--- src/rtl/onehot_driver_3x8_pkg.sv ---
// Shared constants and state encoding for the 3-to-8 one-hot driver.
package onehot_driver_3x8_pkg;

  localparam int NUM_CH = 8;
  localparam int CODE_W = 3;

  typedef enum logic [1:0] {
    ST_IDLE = 2'd0,
    ST_HOLD = 2'd1,
    ST_SCAN = 2'd2
  } state_t;

endpackage

--- src/rtl/onehot_dec_3x8.sv ---
// Pure combinational 3-bit binary to 8-line one-hot decode.
module onehot_dec_3x8
  import onehot_driver_3x8_pkg::*;
(
  input  logic [CODE_W-1:0] code,
  output logic [NUM_CH-1:0] onehot
);

  always_comb begin
    onehot       = '0;
    onehot[code] = 1'b1;
  end

endmodule

--- src/rtl/onehot_driver_3x8.sv ---
// Registered 3-to-8 one-hot driver with programmable hold time and an
// optional sweep of all channels; feeds the per-band output stages.
module onehot_driver_3x8
  import onehot_driver_3x8_pkg::*;
#(
  parameter int HOLD_CYCLES = 4,
  parameter int CNT_W       = 16
) (
  input  logic                clk,
  input  logic                rst_n,
  input  logic                enable,
  input  logic                code_valid,
  input  logic [CODE_W-1:0]   code_in,
  output logic                code_ready,
  input  logic                scan_en,
  output logic [NUM_CH-1:0]   onehot_out,
  output logic                active,
  output logic                done
);

  localparam logic [CNT_W-1:0]  RELOAD   = CNT_W'(HOLD_CYCLES - 1);
  localparam logic [CODE_W-1:0] LAST_IDX = CODE_W'(NUM_CH - 1);

  state_t              state, state_nx;
  logic [CNT_W-1:0]    cnt, cnt_nx;
  logic [CODE_W-1:0]   idx, idx_nx;
  logic [NUM_CH-1:0]   oh_q, oh_nx;
  logic                done_q, done_nx;
  logic [CODE_W-1:0]   dec_code;
  logic [NUM_CH-1:0]   dec_oh;

  // Handshake: a code transfers on any cycle where code_valid && code_ready;
  // code_ready is only high in IDLE while enabled, so a source must hold
  // code_valid and code_in stable until that cycle.
  assign code_ready = enable && (state == ST_IDLE);

  // One decoder serves both the accepted code (IDLE) and the next scan line.
  assign dec_code = (state == ST_IDLE) ? code_in : idx + CODE_W'(1);

  onehot_dec_3x8 u_dec (
    .code   (dec_code),
    .onehot (dec_oh)
  );

  always_comb begin
    state_nx = state;
    cnt_nx   = cnt;
    idx_nx   = idx;
    oh_nx    = oh_q;
    done_nx  = 1'b0;
    if (enable) begin
      case (state)
        ST_IDLE: begin
          if (code_valid) begin
            oh_nx    = dec_oh;
            cnt_nx   = RELOAD;
            state_nx = ST_HOLD;
          end else if (scan_en) begin
            oh_nx    = NUM_CH'(1);
            idx_nx   = '0;
            cnt_nx   = RELOAD;
            state_nx = ST_SCAN;
          end
        end
        ST_HOLD: begin
          if (cnt != '0) begin
            cnt_nx = cnt - CNT_W'(1);
          end else begin
            oh_nx    = '0;
            done_nx  = 1'b1;
            state_nx = ST_IDLE;
          end
        end
        ST_SCAN: begin
          if (cnt != '0) begin
            cnt_nx = cnt - CNT_W'(1);
          end else begin
            // The wrap step reports done even if the sweep stops there.
            done_nx = (idx == LAST_IDX);
            if (scan_en) begin
              idx_nx = idx + CODE_W'(1);
              oh_nx  = dec_oh;
              cnt_nx = RELOAD;
            end else begin
              oh_nx    = '0;
              state_nx = ST_IDLE;
            end
          end
        end
        default: begin
          oh_nx    = '0;
          state_nx = ST_IDLE;
        end
      endcase
    end
  end

  always_ff @(posedge clk or negedge rst_n) begin
    if (!rst_n) begin
      state  <= ST_IDLE;
      cnt    <= '0;
      idx    <= '0;
      oh_q   <= '0;
      done_q <= 1'b0;
    end else begin
      state  <= state_nx;
      cnt    <= cnt_nx;
      idx    <= idx_nx;
      oh_q   <= oh_nx;
      done_q <= done_nx;
    end
  end

  assign onehot_out = oh_q;
  assign active     = |oh_q;
  assign done       = done_q && enable;

endmodule
--- config.mk ---
export PLATFORM = sky130hd
export DESIGN_NAME = onehot_driver_3x8
export DESIGN_NICKNAME = d
export VERILOG_FILES = /design/src/rtl/onehot_driver_3x8_pkg.sv /design/src/rtl/onehot_dec_3x8.sv /design/src/rtl/onehot_driver_3x8.sv
export SDC_FILE = /design/constraint.sdc
export NUM_CORES = 1
export LEC_CHECK = 0
export BUFFER_PORTS_ARGS = -buffer_cell sky130_fd_sc_hd__buf_2
export CORE_ASPECT_RATIO = 1.5
export CORE_MARGIN = 3
export CORE_UTILIZATION = 47
export DETAILED_ROUTE_END_ITERATION = 12
export PLACE_DENSITY = 0.66
export SLEW_MARGIN = 20
export SYNTH_ARGS = -nofsm -noshare
export SYNTH_HDL_FRONTEND = slang
export SYNTH_HIERARCHICAL = 1
export SYNTH_SLANG_ARGS = --single-unit
--- constraint.sdc ---
create_clock -name clk -period 2.25 [get_ports clk]
set_input_delay 0.45 -clock clk [delete_from_list [all_inputs] [get_ports clk]]
set_output_delay 0.45 -clock clk [all_outputs]
set_load 0.005 [all_outputs]
==> results of run 1 <==
## routing by layer
layer | track usage [%] | vias to the layer above | share of wire, %
met5 | 0 | - | 0
met4 | 9.494 | 0 | 3.0
met3 | 3.560 | 13 | 4.5
met2 | 37.86 | 51 | 53
met1 | 22.78 | 846 | 39
li1 | - | 858 | -
## flip-flops by register name (all words and copies together), names as in the netlist
name        flops
cnt            16
done_q          1
onehot_out      8
idx             3
state           2
## stage by stage
stage               power, mW  worst slack [ps]  utilization [%]
finish                  3.112             180.8            58.50
global route            3.377             38.30            58.50
CTS                     3.114             87.89            58.37
detailed placement      2.635             86.82            55.85
global placement        2.621             222.0            55.85
floorplan               2.087             320.4                -
## final cells by class
cell class / count / area (um2) / share of cell area [%]
Tap cell: 43 / 53.80 / 2.431
Clock inverter: 2 / 12.51 / 0.5653
Inverter: 7 / 26.28 / 1.187
Sequential cell: 30 / 750.7 / 33.92
Multi-Input combinational cell: 171 / 1092 / 49.35
Clock buffer: 6 / 82.58 / 3.731
Timing Repair Buffer: 32 / 195.2 / 8.819
## cell families (layout without fill, tap and decap cells)
kind of cell             after synthesis  in the layout
AND/OR/NAND/NOR                      103            103
AO/OA/AOI/OAI                         58             58
flip-flops                            30             30
buffers and inverters                 13             47
adder cells (fa/ha/maj)                7              7
multiplexers                           2              2
XOR/XNOR                               1              1
## path summary, 6_finish.rpt
path | start | to | slack (ps)
setup / recovery | cnt[8] | idx[0] | 180
hold / removal | rst_n | state[0] | 200
setup reg to reg | cnt[8] | idx[0] | 180
hold reg to reg | onehot_out[2] | onehot_out[2] | 500
max in group asynchronous | rst_n | cnt[0] | 1580
min in group clk | code_valid | state[0] | 490
## cell usage after synthesis (all sizes together) (3+ instances only)
cell   instances
buf            5
a22o           4
or3            3
nand2         39
o21ai         20
inv            7
nor2          15
nor2b          3
a21oi          6
nand3          4
a21o           3
nor4          10
and2           3
and3b          3
nor3b          4
ha             7
nor3           8
dfrtp         30
a31oi          9
## power by group through the flow
stage               sequential (mW)  combinational, mW  clock, mW
floorplan                     0.851               1.24          0
global placement              0.880               1.74          0
detailed placement            0.882               1.75          0
CTS                           0.873               1.76      0.482
global route                  0.899               1.98      0.497
finish                        0.876               1.77      0.466
==> run metrics, run 1 <==
YS warnings=6; gr ovfl total=0; Max Cap Violations=0; DRC viols=0; setup TNS=0 ps; Post-DP HPWL=3.448 mm; synthesized instance count=~210; Root Driver=clkbuf_8; slew at the pin closest to its max-slew limit=706.5 ps; Worst Setup End Kind=flop; antenna violations before repair=0; first-pass GRT wire length=7.948 mm; Startpoint Class=flop; Slew HR=around 53%; layout cell share with drive strength beyond 1=22.98%; async set-reset flop share out of synthesis=100.0%; register bit total from synthesis=30; Final min period=2069 ps; First-pass DRT Iterations=4; Internal=1.681 mW; Post-DRT Antenna Nets=0; vias in the first global route=1768; Cells after DPL=283; slowest stage delay, CP=460 ps; most common cell after layout, fill and taps aside=nand2_1; reg2reg path depth=6; mux share of post-synthesis cell area=1.123%; Synth Area in Compound Gates=22.19%; Seq pwr share=approximately 28%; Post-CTS Setup Inserts=0; RSZ-0062 raised after global routing=no; CP arrival=between 2000 and 2500 ps; pin count of the biggest net entering global routing=31; clk sink count=30; post-route insts no fill=around 290; simple-gate area share of the yosys netlist=~29%; CP delay by family, top=simple AND/OR/NAND/NOR gates; Post-synth EDFFs=0; CP bufs+invs=1; Placer Congestion=0.8282; Max H-tree Level=2; Final Hold Viols=0; Vias/cell=approximately 6.1; Setup Skew=around 8.3 ps; Sw Share=45.98%; critical path depth=6; Syn Nets=about 230; peak supply drop=0.0008034 V; LEAKAGE=1.031 nW; Worst-Skew Late Latency=290 ps; number of CTS-inserted buffers=5; hold slack=197.2 ps; DRT iter0 DRCs=67; Psw=between 1 and 1.5 mW; most frequent cells in the layout=nand2_1 (39), dfrtp_1 (30), buf_2 (18), nor2_1 (14), buf_4 (14); clock-pin slew on the worst setup and hold paths=70 ps; post-synth cell types=56; die area=4844 um2; Yosys top cell by area=dfrtp_1; sequential share of the synthesized area=roughly two fifths; Routed WL per cell=approximately 16 um; Post-Syn Area=1894 um2; Hold/Removal Path Class=primary input to asynchronous set/reset pin; crit path kind=flop to flop; synth top area cells=dfrtp_1 (40%), nand2_1 (7.7%), ha_1 (4.6%); via count=1768; period utilization=91.97%; Rows=27; CTS tree=done; PwrDens=1406 nW/um2; Routed WL=4.670 mm; final std cell area, no fill=2213 um2; Syn Area/Cell=8.852 um2; Post-Synth XOR/XNOR Area=0.4624%; combinational share of power=a little under three fifths; Slowest-stage cell, CP=nor4_1; io pins=19; core area=~3800 um2; status=completed; CTS resizes=0; Main synth FF type=dfrtp_1; P&R area growth vs syn=16.84%; # hold bufs at CTS=0; clk buf depth=2; placed inst area=2113 um2; die height=about 84 um; WP data required=2480 ps; largest family of logic cells by synthesized area=simple AND/OR/NAND/NOR gates; area share of fa/ha/maj cells after synthesis=approximately 4.6%; Initial Util=50.07%; Setup violations, final=0; Die Width=57.84 um; Total GRT Usage=between 20% and 30%; fill cell count=approximately 370; Fmax=483.3 MHz; Clk network pwr share=15.0%; critical-path maximum fanout=5; I/O Buffers=18; Final nets=262; Pins Over Slew Limit=0; critical path cell sequence=nor4_1 > nand4_1 > buf_4 > or2_1 > o21ai_0 > a22o_1; antenna cell count=0; Yosys top cell area share=39.63%
(Power assumes the default switching activity.)
==> run 2: changes to the inputs <==
- REMOVE_ABC_BUFFERS: not set -> 1
==> run 2 against run 1 <==
- hold slack gained 0.50 ps
- setup slack worse by 40 ps
- global-route usage shrank 0.93 points
- clock power down 2%
- fmax fell by 1.9%
- total power shrank 1.4%
- critical path type unchanged
- flip-flop and latch count did not move
- clock skew is 1.6 ps higher
==> run metrics, run 2 (synthesis gave the netlist of run 1 again) <==
RR Startpoint=cnt[1] (was cnt[8]); Die Width=57.84 um (unchanged); antenna violations before repair=0 (unchanged); Vias/cell=5.931 (was 6.076); die height=83.76 um (unchanged); Final Util=58.13% (was 58.50%); Max Cap Violations=0 (unchanged); number of CTS-inserted buffers=5 (unchanged); area of the multi-input gates=1090 um2 (was 1092 um2); Worst-Skew Late Latency=290 ps (about the same); Routed WL=4.455 mm (was 4.670 mm); clock-pin slew on the worst setup and hold paths=70 ps (about the same); Final nets=261 (was 262); First-pass DRT Iterations=4 (unchanged); critical-path maximum fanout=8 (was 5); Root Driver=clkbuf_8 (unchanged); reg2reg path depth=8 (was 6); Startpoint Class=flop (unchanged); grt met2 use=37.14% (was 37.86%); Worst Setup End Kind=flop (unchanged); I/O Buffers=18 (unchanged); setup TNS=0 ps (unchanged); clk buf depth=2 (unchanged); Slowest-stage cell, CP=dfrtp_1 (was nor4_1); LEAKAGE=1.021 nW (was 1.031 nW); Pins Over Slew Limit=0 (unchanged); via count=1720 (was 1768); WP data required=2420 ps (was 2480 ps); Routed WL per cell=15.36 um (was 16.05 um); Final Hold Viols=0 (unchanged); layout cell share with drive strength beyond 1=22.27% (was 22.98%); Setup violations, final=0 (unchanged); Post-DP HPWL=3.337 mm (was 3.448 mm); DRC viols=0 (unchanged); CTS tree=done (unchanged); peak supply drop=0.0009048 V (was 0.0008034 V); P&R area growth vs syn=16.12% (was 16.84%); core area=3784 um2 (unchanged); Final min period=2109 ps (was 2069 ps); Storage cell area=750.7 um2 (unchanged); CP bufs+invs=2 (was 1); gr ovfl total=0 (unchanged); first-pass GRT wire length=7.521 mm (was 7.948 mm); most common cell after layout, fill and taps aside=nand2_1 (unchanged); RR Endpoint=cnt[3] (was idx[0]); CP delay by family, top=compound AO/OA/AOI/OAI gates (was simple AND/OR/NAND/NOR gates); met1 usage=21.44% (was 22.78%); crit path kind=flop to flop (unchanged); die area=4844 um2 (unchanged); slew at the pin closest to its max-slew limit=690.4 ps (was 706.5 ps); Hold/Removal Path Class=primary input to asynchronous set/reset pin (unchanged); post-route insts no fill=290 (was 291); # hold bufs at CTS=0 (unchanged); most frequent cells in the layout=nand2_1 (39), dfrtp_1 (30), buf_2 (18), nor2_1 (14) (was nand2_1 (39), dfrtp_1 (30), buf_2 (18), nor2_1 (14), buf_4 (14)); clk sink count=30 (unchanged); Post-DRT Antenna Nets=0 (unchanged); io pins=19 (unchanged); CP arrival=2280 ps (was 2300 ps); DRT iter0 DRCs=64 (was 67); RSZ-0062 raised after global routing=no (unchanged); slowest stage delay, CP=420 ps (was 460 ps); Initial Util=50.07% (unchanged); largest reg by FF count=cnt (unchanged); met3 Use GR=4.334% (was 3.560%); Max H-tree Level=2 (unchanged); pin count of the biggest net entering global routing=31 (unchanged); antenna cell count=0 (unchanged); Rows=27 (unchanged); Slew HR=53.49% (was 52.90%); vias in the first global route=1631 (was 1768); Total GRT Usage=19.99% (was 20.92%); Placer Congestion=0.8725 (was 0.8282); status=completed (unchanged); fill cell count=369 (was 365); PwrDens=1395 nW/um2 (was 1406 nW/um2); Cells after DPL=280 (was 283); critical path cell sequence=inv_1 > ha_1 > nor3b_1 > nand4_1 > buf_4 > a31oi_4 > o21ai_0 > o2bb2ai_1 (was nor4_1 > nand4_1 > buf_4 > or2_1 > o21ai_0 > a22o_1); Reg2Reg Setup Slack=140 ps (was 180 ps); Setup Skew=9.953 ps (was 8.312 ps); period utilization=93.75% (was 91.97%); Fmax=474.1 MHz (was 483.3 MHz); GRT busiest layer=met2 (unchanged); max reg flops=16 (unchanged)
## run 2: what timing repair did
item / in CTS / in global routing
gates resized for setup: 0 / 1
buffers inserted: 0 / 2
setup endpoints to repair: 0 / 3
endpoints found under the hold margin: 0 / 0
## run 2: how the worst max path moves through the flow
| stage | startpoint | to | depth (start not counted) |
|---|---|---|---|
| finish | cnt[1] | cnt[3] | 8 |
| CTS | cnt[1] | idx[0] | 8 |
| global route | cnt[1] | cnt[12] | 8 |
| global placement | cnt[0] | idx[2] | 8 |
| detailed placement | cnt[0] | idx[0] | 8 |
| floorplan | cnt[0] | cnt[11] | 7 |
## run 2: final cells by class
cell class	count	area share (%)
multi-input combinational	171	49.55
tap	43	2.446
sequential	30	34.13
clock inverter	1	0.2275
timing repair buffer	31	8.532
inverter	7	1.195
clock buffer	7	3.925
## run 2: power by group
group          switching, mW  internal [mW]
sequential             0.177          0.697
clock                  0.210          0.246
combinational           1.01          0.725
total                   1.40           1.67
## run 2: per-layer routing
metal	share of wire, %	vias to the layer above
met4	1.6	0
met2	54	30
li1	-	852
met5	0	-
met1	40	831
met3	3.9	7
## run 2: through the flow
step           area [um2]  setup slack, ps  hold slack, ps  power (mW)
2_1_floorplan        1864            246.9           154.4       2.051
3_3_place_gp         2091            216.9           484.1       2.581
3_5_place_dp         2091            145.8           495.1       2.592
4_1_cts              2182            129.7           225.5       3.055
5_1_grt              2200            30.40           254.1       3.324
6_report             2200            140.7           197.7       3.068
